==> src/rtl/key_debounce.sv <==
// rtl/key_debounce.sv - multi-channel active-low button debouncer with press/release strobes and key code
module key_debounce #(
  parameter  int N_BTN           = 3,
  parameter  int DEBOUNCE_CYCLES = 1000000,
  localparam int CW              = $clog2(DEBOUNCE_CYCLES)
) (
  input  logic             clk,
  input  logic             reset,
  input  logic [N_BTN-1:0] button_io,
  output logic [N_BTN-1:0] key_level,
  output logic [N_BTN-1:0] key_press,
  output logic [N_BTN-1:0] key_release,
  output logic             key_valid,
  output logic [2:0]       key_code
);

  typedef enum logic [1:0] {
    ST_IDLE,
    ST_PRESS_WAIT,
    ST_PRESSED,
    ST_RELEASE_WAIT
  } state_t;

  localparam logic [CW-1:0] CNT_LAST = CW'(DEBOUNCE_CYCLES - 1);

  logic [N_BTN-1:0] r_s1;
  logic [N_BTN-1:0] r_s2;
  logic [N_BTN-1:0] w_level;
  logic [N_BTN-1:0] w_press;
  logic [N_BTN-1:0] w_release;
  logic [2:0]       w_low_idx;
  logic             r_valid;
  logic [2:0]       r_code;

  // Synchronisers idle at 1 so a reset never looks like a press.
  always_ff @(posedge clk or posedge reset) begin
    if (reset) begin
      r_s1 <= '1;
      r_s2 <= '1;
    end else begin
      r_s1 <= button_io;
      r_s2 <= r_s1;
    end
  end

  for (genvar g = 0; g < N_BTN; g++) begin : g_ch
    state_t        r_state;
    state_t        w_state_nxt;
    logic [CW-1:0] r_cnt;
    logic [CW-1:0] w_cnt_nxt;
    logic          w_press_nxt;
    logic          w_release_nxt;
    logic          r_level_ch;
    logic          r_press_ch;
    logic          r_release_ch;

    always_comb begin
      w_state_nxt   = r_state;
      w_cnt_nxt     = r_cnt;
      w_press_nxt   = 1'b0;
      w_release_nxt = 1'b0;
      case (r_state)
        ST_IDLE: begin
          if (!r_s2[g]) begin
            w_state_nxt = ST_PRESS_WAIT;
            w_cnt_nxt   = '0;
          end
        end
        ST_PRESS_WAIT: begin
          if (r_s2[g]) begin
            w_state_nxt = ST_IDLE;
          end else if (r_cnt == CNT_LAST) begin
            w_state_nxt = ST_PRESSED;
            w_press_nxt = 1'b1;
          end else begin
            w_cnt_nxt = r_cnt + 1'b1;
          end
        end
        ST_PRESSED: begin
          if (r_s2[g]) begin
            w_state_nxt = ST_RELEASE_WAIT;
            w_cnt_nxt   = '0;
          end
        end
        ST_RELEASE_WAIT: begin
          if (!r_s2[g]) begin
            w_state_nxt = ST_PRESSED;
          end else if (r_cnt == CNT_LAST) begin
            w_state_nxt   = ST_IDLE;
            w_release_nxt = 1'b1;
          end else begin
            w_cnt_nxt = r_cnt + 1'b1;
          end
        end
        default: w_state_nxt = ST_IDLE;
      endcase
    end

    always_ff @(posedge clk or posedge reset) begin
      if (reset) begin
        r_state      <= ST_IDLE;
        r_cnt        <= '0;
        r_level_ch   <= 1'b0;
        r_press_ch   <= 1'b0;
        r_release_ch <= 1'b0;
      end else begin
        r_state      <= w_state_nxt;
        r_cnt        <= w_cnt_nxt;
        r_level_ch   <= (w_state_nxt == ST_PRESSED) || (w_state_nxt == ST_RELEASE_WAIT);
        r_press_ch   <= w_press_nxt;
        r_release_ch <= w_release_nxt;
      end
    end

    assign w_level[g]   = r_level_ch;
    assign w_press[g]   = r_press_ch;
    assign w_release[g] = r_release_ch;
  end

  // Lowest set index wins when several channels press together.
  always_comb begin
    w_low_idx = '0;
    for (int i = N_BTN - 1; i >= 0; i--) begin
      if (w_press[i]) w_low_idx = 3'(i);
    end
  end

  always_ff @(posedge clk or posedge reset) begin
    if (reset) begin
      r_valid <= 1'b0;
      r_code  <= '0;
    end else begin
      r_valid <= |w_press;
      if (|w_press) r_code <= w_low_idx;
    end
  end

  assign key_level   = w_level;
  assign key_press   = w_press;
  assign key_release = w_release;
  assign key_valid   = r_valid;
  assign key_code    = r_code;

endmodule

==> config.mk <==
export PLATFORM = sky130hd
export DESIGN_NAME = key_debounce
export DESIGN_NICKNAME = d
export VERILOG_FILES = /design/src/rtl/key_debounce.sv
export SDC_FILE = /design/constraint.sdc
export NUM_CORES = 1
export LEC_CHECK = 0
export ABC_AREA = 0
export ABC_CLOCK_PERIOD_IN_PS = 6100
export CAP_MARGIN = 20
export CORE_UTILIZATION = 62
export CTS_BUF_LIST = sky130_fd_sc_hd__clkbuf_8
export DETAILED_ROUTE_END_ITERATION = 10
export GPL_ROUTABILITY_DRIVEN = 0
export HOLD_SLACK_MARGIN = 0.15
export PLACE_DENSITY = 0.81
export SYNTH_ARGS = -nofsm -noshare
export SYNTH_HDL_FRONTEND = slang
export SYNTH_SLANG_ARGS = --single-unit
export TNS_END_PERCENT = 100
==> constraint.sdc <==
create_clock -name clk -period 6.1 [get_ports clk]
set_input_delay 1.22 -clock clk [delete_from_list [all_inputs] [get_ports clk]]
set_output_delay 1.22 -clock clk [all_outputs]
set_load 0.02 [all_outputs]
Word-level counts from Yosys, hierarchy flattened
Cells that the tools add are included.
{"block": "totals", "memories": 0, "ramBits": 0, "in_bits": 5, "ff_bits": 85, "mem_bits_ro": 0, "latch_bits": 0, "output_inout_bits": 13, "elab_cells": 119}
{"block": "classes", "shifts": 0, "reduce_logical": 10, "addsub": 3, "n_mul": 0, "n_lt_le_gt_ge": 0, "muxes": 57, "eq_ne": 30, "n_bitwise": 0, "n_div": 0}
{"operator": "two-way mux 20 bit", "n": 15}
{"operator": "case mux 20 bit (4 select lines)", "n": 3}
{"operator": "adder 20 x 1 -> 20 bit (second input constant)", "n": 3}
{"operator": "equality test 20 bit (second input constant)", "n": 3}
{"operator": "two-way mux 2 bit", "n": 19}
{"operator": "equality test 2 bit (second input constant)", "n": 12}
{"operator": "!= test 2 bit (second input constant)", "n": 12}
{"operator": "case mux 2 bit (4 select lines)", "n": 3}
{"operator": "two-way mux 1 bit", "n": 15}
{"operator": "AND reduction 4 bit", "n": 3}
{"operator": "equality test 2 x 1 -> 1 bit (second input constant)", "n": 3}
{"operator": "logical NOT 2 bit", "n": 3}
{"operator": "two-way mux 3 bit", "n": 2}
{"operator": "logical OR 1 bit", "n": 3}
{"operator": "OR reduction 3 bit", "n": 1}

Longest topological paths before layout
{"block": "logic_depth", "depth_word": 6, "depth_mapped": 8, "mapped_depth_nobuf": 7}

Worst setup path after synthesis
Ideal clock, no wire load.
{"block": "synth_timing", "path_kind": "register to register", "startpoint": "reg g_ch[2].r_cnt[0]", "endpoint": "reg g_ch[2].r_cnt[2]", "setup_ps": 137, "n_path_buf": 2, "t_required_ps": 5963, "slack_ps": 4009, "path_stages_with_launch": 8, "synth_period_minus_slack_ps": 2091, "t_arrival_ps": 1953, "path_cell_list": "dfrtp_1 -> ha_1 -> or4b_2 -> nor3_1 -> a21o_1 -> buf_4 -> buf_2 -> o221ai_1"}
{"block": "synth_between", "elab_chain_cells": 4, "word_cells_on_any_way": 6, "cone_classes": "add/sub: 1; eq/ne: 1; mux: 4"}
{"item": "from (decl)", "line_no": "49", "source": "logic [CW-1:0] r_cnt;"}
{"item": "from (signal assigned)", "line_no": "108", "source": "r_cnt <= w_cnt_nxt;"}
{"item": "adder 20 x 1 -> 20 bit or equality test 20 bit (tied branches)"}
{"item": "two-way mux 20 bit (*)", "line_no": "72, 88"}
{"item": "two-way mux 20 bit, on equally long branches", "line_no": "86, 70"}
{"item": "case mux 20 bit (4 select lines) (*)", "line_no": "62", "source": "case (r_state)"}
Every way passes the cells marked *; elsewhere a longest branch is shown, timed or not. The select of a mux whose other input is x is not followed.
A chain may end at the register's enable or synchronous reset.

Worst setup path in the final report
{"block": "layout_timing", "startpoint": "reg g_ch[2].r_cnt[0]", "endpoint": "reg g_ch[2].r_cnt[0]"}
Same word-level chain as after synthesis.

==> summary.md <==
| Metric | Value |
|---|---|
| Vias | 3607 |
| DRT Pass-1 Iters | 5 |
| Synth top area share | 44.5% |
| Worst min-delay path class | reg -> reg |
| Total grt overflow | 0 |
| Layout cells sized above 1 | 7.63% |
| Int Pwr | 829 uW |
| Maximum clock rate | 364 MHz |
| H-tree Lvls | 3 |
| Crit. End Element | flip-flop |
| CTS-repair resized insts | 0 |
| Max-slew violation count | 0 |
| Setup tns final | 0 ns |
| # IOs | 18 |
| Crit Path Max Fanout | 18 |
| Final min period | 2.74 ns |
| Non-Filler Instances | 549 |
| Final design area excluding fillers | 4660 um^2 |
| Mapped Area | 4270 um^2 |
| Placeable Area | 6490 um^2 |
| Final Worst Setup Slack | 3.36 ns |
| Clk pwr share | 40.5% |
| Status | finished, final reports clean |
| Ys async rst share | 100% |
| Tot GR Track Use | 27.0% |
| Largest net degree at the start of global routing | 83 |
| Die Wd | 85.0 um |
| Net Sw Power | 272 uW |
| Initial antenna violation count | 0 |
| Drc violations | 0 |
| Top-count cell post-synth | dfrtp_1 |
| Final ANT Viol Nets | 0 |
| Global-route wire length before repair | 15500 um |
| Switching Fraction | 24.7% |
| Antenna diodes | 0 |
| Synth Instances | 461 |
| Area after DPL | 4400 um^2 |
| CP Launch Type | flip-flop |
| Layout area overhead | 9.23% |
| Clk Latency, worst-skew pair | 0.37 ns |
| Synth cell types | 55 |
| Root Driver | clkbuf_8 |
| Ranking of synthesized cells by area | dfrtp_1, o21ai_0, nand2_1 |
| Final Hold Violating Endpoints | 0 |
| Leak | 0.00194 uW |
| Synth Register Bits | 82 |
| Worst Setup SP | g_ch[2].r_cnt[0] |
| Dpl cells | 530 |
| Reg power frac | 53.3% |
| DP Worst Slack | 3.42 ns |
| Nets@finish | 475 |
| Worst-margin pin slew | 0.829 ns |
| CTS tree | built |
| CTS max path bufs | 2 |
| PD cells | 236 nW/um^2 |
| # hold bufs at CTS | 0 |
| Number of global-route vias before repair | 3283 |
| Synth cell count leaders | dfrtp_1, nand2_1, o21ai_0, nand3_1, nor2_1 |
| Worst R2R Path Depth | 7 |
| Yosys top cell by area | dfrtp_1 |
| Syn nets | 469 |
| Multi-input gate area | 2000 um^2 |
| Critical path class | reg -> reg |
| VDD IR-drop max | 0.000152 V |
| Initial Util | 65.7% |
| Wire length per cell | 16.5 um |
| Routed WL | 9050 um |
| Post-synth EDFFs | 0 |
| Die area | 7220 um^2 |
| HPWL Detailed | 5860 um |
| Fill count | 483 |
| Power share of the combinational group | 6.1% |
| Drt first-iter violations | 225 |
| Relative slew slack | 44.7% |
| Period utilization | 45.0% |
| Clock tree sinks | 82 |
| Row cnt | 29 |
| RR Startpoint | g_ch[2].r_cnt[0] |
| Setup-failing EPs final | 0 |
| Synth Flop Type | dfrtp_1 |
| Hold WS | 0.359 ns |
| Max-cap violations | 0 |
| Synthesis Warnings | 0 |
| Required @ worst endpoint | 6.34 ns |
| Die height | 85.0 um |
| RSZ-0062 raised after global routing | no |
| Crit path DAT | 2.99 ns |
| Critical R2R Capture | g_ch[2].r_cnt[0] |
| Sequential share of the synthesized area | 48.2% |
| CP endpoint | g_ch[2].r_cnt[0] |
| CTS buffer count | 9 |
| Avg Vias per Cell | 6.57 |
| Reg-to-reg setup timing slack | 3.36 ns |
| Avg Cell Area, Syn | 9.26 um^2 |
| Seq. cell area | 2060 um^2 |
| Post CTS Setup Buffer Count | 0 |
| Post-Route Skew | 0.0131 ns |
| Port Buffers | 16 |
| Clock transition at the registers of the reported paths | 0.09 ns |
[area by class of cell]
class | count | share of cell area, %
multi-input combinational | 337 | 42.8
clock inverter | 6 | 1.88
timing repair buffer | 23 | 4.96
tap | 77 | 2.07
clock buffer | 10 | 2.95
sequential | 82 | 44.2
inverter | 14 | 1.15
[metal layers]
layer	track usage (%)	share of wire [%]	up-vias
met3	5.35	6.2	17
met2	41.3	46	142
met1	37.1	46	1737
met5	0	0	-
met4	13.6	2.0	0
li1	-	-	1711
[kinds of logic after synthesis]
kind of cell / count (synthesis) / synth area share [%]
DFF: 82 / 48.2
other: 1 / 0.0878
xor gates and xnor gates: 8 / 1.64
adders and majority gates: 3 / 0.879
buffers and inverters: 42 / 4.98
and+or+nand+nor: 198 / 24.3
AOI/OAI and AO/OA: 117 / 17.5
muxes: 10 / 2.34
[worst max-delay path: stages (launching register included)]
cell and delay (ns):
dfrtp_1 0.41, ha_1 0.27, or4b_2 0.62, nor3_1 0.23, a21o_1 0.53, inv_1 0.23, nand2_1 0.21, o21ai_0 0.11
[per-stage QoR]
| step | utilization (%) | power (uW) |
|---|---|---|
| 2_1_floorplan | - | 643 |
| 3_3_place_gp | 67.6 | 657 |
| 3_5_place_dp | 67.8 | 662 |
| 4_1_cts | 71.2 | 1110 |
| 5_1_grt | 71.8 | 1140 |
| 6_report | 71.8 | 1100 |
[sequential cells by signal (all words and copies together), names as in the netlist]
name               cells
r_s2                   3
key_code               2
r_s1                   3
g_ch.r_state           4
g_ch.r_level_ch        3
key_valid              1
g_ch.r_press_ch        3
g_ch.r_cnt            60
g_ch.r_release_ch      3
[how the worst min path moves through the flow]
| stage | start | to | slack (ns) | cells past startpoint |
|---|---|---|---|---|
| after floorplan | r_s1[0] | r_s2[0] | 0.35 | 0 |
| after global placement | r_s1[0] | r_s2[0] | 0.35 | 0 |
| after detailed placement | r_s1[0] | r_s2[0] | 0.35 | 0 |
| after CTS | r_s1[0] | r_s2[0] | 0.36 | 0 |
| after global routing | r_s1[0] | r_s2[0] | 0.36 | 0 |
| final | r_s1[0] | r_s2[0] | 0.36 | 0 |
[power groups by stage]
stage | Combinational [uW] | Sequential [uW] | Clock, uW
6_report | 67.5 | 587 | 446
5_1_grt | 77.4 | 591 | 472
4_1_cts | 66.1 | 586 | 454
3_5_place_dp | 65.4 | 597 | 0
3_3_place_gp | 62.5 | 595 | 0
2_1_floorplan | 59.3 | 583 | 0
[cell usage in the layout (no fill, tap or decap), drive strengths merged, types with 13 or more instances in the layout]
| cell type | Yosys | routed |
|---|---|---|
| dfrtp | 76 | 76 |
| o31ai | 18 | 18 |
| nand3 | 27 | 27 |
| inv | 14 | 14 |
| clkdlybuf4s50 | 0 | 16 |
| a21oi | 13 | 13 |
| nand4 | 14 | 14 |
| nor2 | 25 | 25 |
| o21ai | 47 | 47 |
| nand2 | 56 | 56 |
No activity file was read; power rests on OpenSTA's default activity.
